`src/rtl/seg7_pkg.sv`:
```
// rtl/seg7_pkg.sv - shared 7-segment types, segment bit indices and hex glyph table
//
// Purpose: single source of the hex glyph encoding used by the decoder and
// anything else that needs to name individual segments.
// Ports: none (package).
package seg7_pkg;

  typedef logic [6:0] seg7_t;

  localparam int SEG_A = 0;
  localparam int SEG_B = 1;
  localparam int SEG_C = 2;
  localparam int SEG_D = 3;
  localparam int SEG_E = 4;
  localparam int SEG_F = 5;
  localparam int SEG_G = 6;

  // Active-high glyphs for 0..F, bit0 = segment a.
  localparam seg7_t SEG7_PATTERN [0:15] = '{
    7'h3F, 7'h06, 7'h5B, 7'h4F, 7'h66, 7'h6D, 7'h7D, 7'h07,
    7'h7F, 7'h6F, 7'h77, 7'h7C, 7'h39, 7'h5E, 7'h79, 7'h71
  };

endpackage

```
`src/rtl/seg7_scan_driver_if.sv`:
```
// rtl/seg7_scan_driver_if.sv - display data/control bundle between datapath and scan driver
//
// Purpose: groups the display request side (en/value/dp/blank/load) and the
// scanned display side (seg/dp_out/an/digit_idx/frame_done/updated).
// Modports:
//   master : drives en, value, dp, blank, load; observes the display outputs
//   slave  : the scan driver; consumes the request side, drives the outputs
interface seg7_scan_driver_if
  import seg7_pkg::*;
#(
  parameter int DIGITS = 4
);
  localparam int IDX_W = (DIGITS > 1) ? $clog2(DIGITS) : 1;

  logic                 en;
  logic [4*DIGITS-1:0]  value;
  logic [DIGITS-1:0]    dp;
  logic [DIGITS-1:0]    blank;
  logic                 load;
  seg7_t                seg;
  logic                 dp_out;
  logic [DIGITS-1:0]    an;
  logic [IDX_W-1:0]     digit_idx;
  logic                 frame_done;
  logic                 updated;

  modport master (
    output en, value, dp, blank, load,
    input  seg, dp_out, an, digit_idx, frame_done, updated
  );

  modport slave (
    input  en, value, dp, blank, load,
    output seg, dp_out, an, digit_idx, frame_done, updated
  );

endinterface

```
`src/rtl/seg7_scan_driver_hex_to_seg7.sv`:
```
// rtl/seg7_scan_driver_hex_to_seg7.sv - combinational hex nibble to 7-segment glyph decoder
//
// Purpose: looks up the active-high glyph for one hex nibble.
// Ports:
//   i_nib : 4-bit hex digit
//   o_seg : active-high segment pattern, bit0 = a .. bit6 = g
module hex_to_seg7
  import seg7_pkg::*;
(
  input  logic [3:0] i_nib,
  output seg7_t      o_seg
);

  assign o_seg = SEG7_PATTERN[i_nib];

endmodule

```
`src/rtl/seg7_scan_driver.sv`:
```
// rtl/seg7_scan_driver.sv - time-multiplexed multi-digit 7-segment scan driver
//
// Purpose: scans DIGITS hex digits onto a shared segment bus, one digit slot
// of PRESCALE clocks each, with an all-anodes-off dead time at the start of
// every slot. New display data is staged on load and only committed to the
// shadow registers at a frame boundary, so a frame never mixes old and new data.
// Ports:
//   clk : system clock
//   rst : synchronous reset, active-high
//   bus : seg7_scan_driver_if.slave (en, value, dp, blank, load in;
//         seg, dp_out, an, digit_idx, frame_done, updated out)
module seg7_scan_driver
  import seg7_pkg::*;
#(
  parameter int DIGITS         = 4,
  parameter int PRESCALE       = 1000,
  parameter int DEAD_CYCLES    = 1,
  parameter int LZ_SUPPRESS    = 0,
  parameter int SEG_ACTIVE_LOW = 0,
  parameter int AN_ACTIVE_LOW  = 1
)
(
  input  logic                 clk,
  input  logic                 rst,
  seg7_scan_driver_if.slave    bus
);

  localparam int IDX_W = (DIGITS > 1) ? $clog2(DIGITS) : 1;
  localparam int PRE_W = $clog2(PRESCALE);

  localparam logic [PRE_W-1:0]  PRE_MAX  = PRE_W'(PRESCALE - 1);
  localparam logic [PRE_W-1:0]  DEAD_END = PRE_W'(DEAD_CYCLES);
  localparam logic [IDX_W-1:0]  IDX_MAX  = IDX_W'(DIGITS - 1);

  // XOR masks that turn active-high internal values into pin polarity;
  // they are also the "inactive" pin levels.
  localparam seg7_t             SEG_OFF = {7{SEG_ACTIVE_LOW != 0}};
  localparam logic              DP_OFF  = (SEG_ACTIVE_LOW != 0);
  localparam logic [DIGITS-1:0] AN_OFF  = {DIGITS{AN_ACTIVE_LOW != 0}};

  logic [PRE_W-1:0]     r_pre;
  logic [IDX_W-1:0]     r_idx;
  logic [4*DIGITS-1:0]  r_stg_val;
  logic [DIGITS-1:0]    r_stg_dp;
  logic [DIGITS-1:0]    r_stg_blank;
  logic [4*DIGITS-1:0]  r_sh_val;
  logic [DIGITS-1:0]    r_sh_dp;
  logic [DIGITS-1:0]    r_sh_blank;
  logic                 r_pending;
  seg7_t                r_seg;
  logic                 r_dp_out;
  logic [DIGITS-1:0]    r_an;
  logic                 r_updated;

  logic                 w_frame_done;
  logic                 w_commit;
  logic                 w_dead;
  logic [DIGITS-1:0]    w_lz;
  logic [DIGITS-1:0]    w_hot;
  logic [3:0]           w_nib;
  logic                 w_dark;
  logic                 w_dp;
  seg7_t                w_pattern;

  // Frame ends on the last clock of the last digit's slot; gated by rst so
  // no pulse escapes while the block is held in reset.
  assign w_frame_done = !rst && bus.en && (r_pre == PRE_MAX) && (r_idx == IDX_MAX);
  assign w_commit     = w_frame_done && r_pending;
  assign w_dead       = (r_pre < DEAD_END);

  // Leading-zero mask: walk from the most significant digit down, keeping a
  // running "everything above and including me is zero" flag.
  always_comb begin : lz_mask
    logic v_run;
    v_run = 1'b1;
    w_lz  = '0;
    for (int i = DIGITS - 1; i >= 0; i--) begin
      v_run   = v_run && (r_sh_val[i*4 +: 4] == 4'h0);
      w_lz[i] = (LZ_SUPPRESS != 0) && (i > 0) && v_run;
    end
  end

  // Select the current digit's shadow data and its one-hot anode.
  always_comb begin
    w_nib  = 4'h0;
    w_dark = 1'b0;
    w_dp   = 1'b0;
    w_hot  = '0;
    for (int i = 0; i < DIGITS; i++) begin
      if (r_idx == IDX_W'(i)) begin
        w_nib    = r_sh_val[i*4 +: 4];
        w_dark   = r_sh_blank[i] || w_lz[i];
        w_dp     = r_sh_dp[i];
        w_hot[i] = 1'b1;
      end
    end
  end

  hex_to_seg7 u_dec (
    .i_nib (w_nib),
    .o_seg (w_pattern)
  );

  always_ff @(posedge clk) begin
    if (rst) begin
      r_pre       <= '0;
      r_idx       <= '0;
      r_stg_val   <= '0;
      r_stg_dp    <= '0;
      r_stg_blank <= '0;
      r_sh_val    <= '0;
      r_sh_dp     <= '0;
      r_sh_blank  <= '0;
      r_pending   <= 1'b0;
      r_seg       <= SEG_OFF;
      r_dp_out    <= DP_OFF;
      r_an        <= AN_OFF;
      r_updated   <= 1'b0;
    end else begin
      if (bus.en) begin
        if (r_pre == PRE_MAX) begin
          r_pre <= '0;
          r_idx <= (r_idx == IDX_MAX) ? '0 : r_idx + 1'b1;
        end else begin
          r_pre <= r_pre + 1'b1;
        end
      end

      if (bus.load) begin
        r_stg_val   <= bus.value;
        r_stg_dp    <= bus.dp;
        r_stg_blank <= bus.blank;
      end

      // Shadow takes the staging contents as they were before this edge, so a
      // load coinciding with the commit stays pending for the next frame.
      if (w_commit) begin
        r_sh_val   <= r_stg_val;
        r_sh_dp    <= r_stg_dp;
        r_sh_blank <= r_stg_blank;
      end
      r_pending <= bus.load || (r_pending && !w_commit);
      r_updated <= w_commit;

      r_an     <= (bus.en && !w_dead) ? (w_hot ^ AN_OFF) : AN_OFF;
      r_seg    <= (w_dark ? 7'h00 : w_pattern) ^ SEG_OFF;
      r_dp_out <= (!w_dark && w_dp) ^ DP_OFF;
    end
  end

  assign bus.seg        = r_seg;
  assign bus.dp_out     = r_dp_out;
  assign bus.an         = r_an;
  assign bus.digit_idx  = r_idx;
  assign bus.frame_done = w_frame_done;
  assign bus.updated    = r_updated;

endmodule

```
`src/flat_wrapper.sv`:
```
// flat-port wrapper written by rule: the top's interface ports become plain ports
module seg7_scan_driver_flat import seg7_pkg::*;
#(
  parameter int DIGITS         = 4,
  parameter int PRESCALE       = 1000,
  parameter int DEAD_CYCLES    = 1,
  parameter int LZ_SUPPRESS    = 0,
  parameter int SEG_ACTIVE_LOW = 0,
  parameter int AN_ACTIVE_LOW  = 1
)
  (clk, rst, bus_en, bus_value, bus_dp, bus_blank, bus_load, bus_seg, bus_dp_out, bus_an, bus_digit_idx, bus_frame_done, bus_updated);
  seg7_scan_driver_if #(.DIGITS(DIGITS)) bus_i ();
  input  logic clk;
  input  logic rst;
  input wire logic [$bits(bus_i.en)-1:0] bus_en;
  input wire logic [$bits(bus_i.value)-1:0] bus_value;
  input wire logic [$bits(bus_i.dp)-1:0] bus_dp;
  input wire logic [$bits(bus_i.blank)-1:0] bus_blank;
  input wire logic [$bits(bus_i.load)-1:0] bus_load;
  output wire logic [$bits(bus_i.seg)-1:0] bus_seg;
  output wire logic [$bits(bus_i.dp_out)-1:0] bus_dp_out;
  output wire logic [$bits(bus_i.an)-1:0] bus_an;
  output wire logic [$bits(bus_i.digit_idx)-1:0] bus_digit_idx;
  output wire logic [$bits(bus_i.frame_done)-1:0] bus_frame_done;
  output wire logic [$bits(bus_i.updated)-1:0] bus_updated;
  assign bus_i.en = bus_en;
  assign bus_i.value = bus_value;
  assign bus_i.dp = bus_dp;
  assign bus_i.blank = bus_blank;
  assign bus_i.load = bus_load;
  assign bus_seg = bus_i.seg;
  assign bus_dp_out = bus_i.dp_out;
  assign bus_an = bus_i.an;
  assign bus_digit_idx = bus_i.digit_idx;
  assign bus_frame_done = bus_i.frame_done;
  assign bus_updated = bus_i.updated;
  seg7_scan_driver #(.DIGITS(DIGITS), .PRESCALE(PRESCALE), .DEAD_CYCLES(DEAD_CYCLES), .LZ_SUPPRESS(LZ_SUPPRESS), .SEG_ACTIVE_LOW(SEG_ACTIVE_LOW), .AN_ACTIVE_LOW(AN_ACTIVE_LOW)) u_core (.clk(clk), .rst(rst), .bus(bus_i));
endmodule
```
`config.mk`:
```
export PLATFORM = sky130hd
export DESIGN_NAME = seg7_scan_driver_flat
export DESIGN_NICKNAME = d
export VERILOG_FILES = /design/src/rtl/seg7_pkg.sv /design/src/rtl/seg7_scan_driver_if.sv /design/src/rtl/seg7_scan_driver_hex_to_seg7.sv /design/src/rtl/seg7_scan_driver.sv /design/src/flat_wrapper.sv
export SDC_FILE = /design/constraint.sdc
export NUM_CORES = 1
export LEC_CHECK = 0
export CAP_MARGIN = 0
export CORE_UTILIZATION = 25
export DETAILED_ROUTE_END_ITERATION = 10
export HOLD_SLACK_MARGIN = 0.15
export PLACE_DENSITY_LB_ADDON = 0.05
export SLEW_MARGIN = 20
export SYNTH_ARGS = -nofsm -noshare
export SYNTH_HDL_FRONTEND = slang
export SYNTH_SLANG_ARGS = --single-unit
```
`constraint.sdc`:
```
create_clock -name clk -period 2.8 [get_ports clk]
set_input_delay 0.42 -clock clk [delete_from_list [all_inputs] [get_ports clk]]
set_output_delay 0.42 -clock clk [all_outputs]
set_load 0.05 [all_outputs]
```
==> flow_summary.json <==
{
  "post_cts_buffers": 0,
  "post-place-ws_ns": 0.432,
  "numCtsBuffers": 9,
  "clk_pin_slew_worst_paths_ns": 0.06,
  "core_area_um2": 12600,
  "syn-num-nets": 396,
  "final_layout_size_suffix_gt1_share_pct": 8.48,
  "ctsHoldBuffers": 0,
  "wl_per_cell_um": 12.4,
  "grt_pass1_wl_um": 11400,
  "status": "completed",
  "setup_tns_ns": 0,
  "worst_r2r_endpoint": "u_core.bus.seg[5]",
  "synth.avg_cell_area_um2": 9.13,
  "fin_ws_ns": 0.406,
  "grt_pass1_vias": 2273,
  "drv_slew": 0,
  "netlist_instances": 355,
  "yosysUniqueCellTypes": 45,
  "hold_class": "reg -> reg",
  "p_per_area_nw_per_um2": 573,
  "place_hpwl_um": 4880,
  "power.total_mw": 2.32,
  "drv_cap": 0,
  "syn_area_um2": 3240,
  "relSlewSlack_pct": 59.6,
  "fin_nets": 437,
  "antenna_found_initial": 0,
  "core.rowCount": 41,
  "whs_ns": 0.451,
  "final.period_utilization_pct": 85.5,
  "port_buffers": 43,
  "synth.yosys.warnings": 0,
  "cp-start-kind": "flip-flop",
  "required_ns": 3.01,
  "min_to": "u_core.r_sh_blank[2]",
  "hold_viol": 0,
  "crit_fanout": 9,
  "clockRootBuffer": "clkbuf_16",
  "ir_worst_vdd_mv": 0.267,
  "skew_ns": 0.00747,
  "min_from": "u_core.r_sh_blank[2]",
  "die_h_um": 116,
  "initial_core_util_pct": 25.7,
  "ctsLongestPathBuffers": 2,
  "die_area_um2": 13400,
  "place_congestion": 0.737,
  "drt_first_pass_iters": 4,
  "r2r_start": "u_core.bus.digit_idx[0]",
  "rr_worst_depth": 10,
  "worstPathArrival_ns": 2.61,
  "min_path_cells": 2,
  "path_class": "reg -> reg",
  "finalSetupViolCount": 0,
  "ios": 44,
  "r2r_slack_ns": 0.41,
  "yosysSeqAreaShare_pct": 45.7,
  "async_flop_share_pct": 0,
  "finish.utilization_pct": 32.1,
  "tightest_slew_ns": 0.605,
  "drtIter0Drc": 120,
  "ctsResizeCount": 0,
  "synth_edf_count": 0,
  "drcViolationCount": 0,
  "grt_max_degree": 55,
  "synth-seq-cells": 74,
  "fin_crit_ns": 2.39,
  "die_w_um": 116,
  "grt_overflow": 0,
  "htreeDepth": 3,
  "p_leak_nw": 1.51,
  "drt-total-wl_um": 7080,
  "antenna_cells": 0,
  "clk-insertion-delay-late_ns": 0.34,
  "cts_tree": "built",
  "synth-main-ff-cell": "dfxtp_1",
  "numClockSinks": 74,
  "fmax_mhz": 418,
  "area_delta_synth_final_pct": 24.9,
  "antenna_left": 0,
  "routed_via_density": 4.23,
  "vias": 2425,
  "worst_setup_path_end_kind": "flip-flop",
  "rsz0062_at_grt": "no",
  "grtUsageTotal_pct": 11.6
}
## power by group
group | internal [mW] | switching [mW] | leakage, nW
clock | 0.623 | 0.448 | 0.134
sequential | 1.08 | 0.0162 | 0.604
combinational | 0.0761 | 0.0729 | 0.775
## layer usage
| metal | share of wire (%) | vias to the layer above | track usage [%] |
|---|---|---|---|
| li1 | - | 1279 | - |
| met1 | 50 | 1104 | 14.8 |
| met2 | 44 | 33 | 17.1 |
| met3 | 4.6 | 9 | 4.97 |
| met4 | 1.7 | 0 | 4.87 |
| met5 | 0 | - | 0 |
## cell usage after synthesis, types with 5 or more instances
cell      count  area (um^2)
xor2_1        6         52.6
nand2_1      70          263
nor2_1       44          165
a21oi_1      31          155
clkbuf_8      5         68.8
ha_1         13          163
dfxtp_1      74         1480
mux2i_1      27          270
nand3b_1      5         37.5
nor3_1        5         25.0
buf_2         6         30.0
inv_1        10         37.5
## worst max path at each step
stage,to,start
final,u_core.bus.seg[5],u_core.bus.digit_idx[0]
after global placement,u_core.bus.seg[0],u_core.bus.digit_idx[0]
after detailed placement,u_core.bus.seg[5],u_core.bus.digit_idx[0]
after CTS,u_core.bus.seg[5],u_core.bus.digit_idx[0]
after floorplan,u_core.bus.seg[0],u_core.bus.digit_idx[1]
after global routing,u_core.bus.seg[5],u_core.bus.digit_idx[0]
## worst max-delay path: stages (launching register included)
cell and delay [ns]:
dfxtp_1 0.42, inv_1 0.09, ha_1 0.32, nor2_1 0.36, o211ai_1 0.15, o311a_1 0.22, inv_1 0.17, ha_1 0.23
nand2_1 0.08, a21oi_1 0.16, nor3_1 0.07
## layout by cell type, fill, tap and decap left out, drive strengths merged, types with 5 or more instances in the layout
| master | n |
|---|---|
| a21oi | 33 |
| buf | 10 |
| clkbuf | 10 |
| clkdlybuf4s50 | 41 |
| dfxtp | 74 |
| ha | 13 |
| inv | 10 |
| mux2i | 27 |
| nand2 | 70 |
| nand3b | 5 |
| nor2 | 44 |
| nor3 | 5 |
| xor2 | 6 |
## cell type report
cell class	count	area (um^2)
clock buffers	10	239
clock inverters	6	42.5
fillers	1364	8570
inverters	10	37.5
multi-input cells	250	1540
flip-flops and latches	74	1480
well taps	172	215
repair buffers	51	495
## cell families (layout without fill, tap and decap cells)
| logic type | after synthesis | after routing | synth area share, % |
|---|---|---|---|
| simple gates | 148 | 148 | 20.8 |
| xor+xnor | 10 | 10 | 2.70 |
| compound gates | 52 | 52 | 10.6 |
| fa+ha+maj | 13 | 13 | 5.02 |
| mux | 27 | 27 | 8.34 |
| flops | 74 | 74 | 45.7 |
| buf+inv | 31 | 77 | 6.87 |
## through the flow
stage / instance area (um^2) / std cells
after floorplan: 3240 / 355
after detailed placement: 3770 / 557
final: 4050 / 573
after global routing: 4050 / 573
after global placement: 3770 / 557
after CTS: 4050 / 573
## sequential cells by signal (all words and copies together) (netlist names)
register,cells
u_core.bus.updated,1
u_core.r_stg_val,16
u_core.r_stg_dp,4
u_core.r_pre,10
u_core.r_sh_blank,4
u_core.bus.dp_out,1
u_core.r_pending,1
u_core.bus.seg,7
u_core.bus.digit_idx,2
u_core.bus.an,4
u_core.r_sh_dp,4
u_core.r_sh_val,16
u_core.r_stg_blank,4
Power figures use the tool's default switching activity.
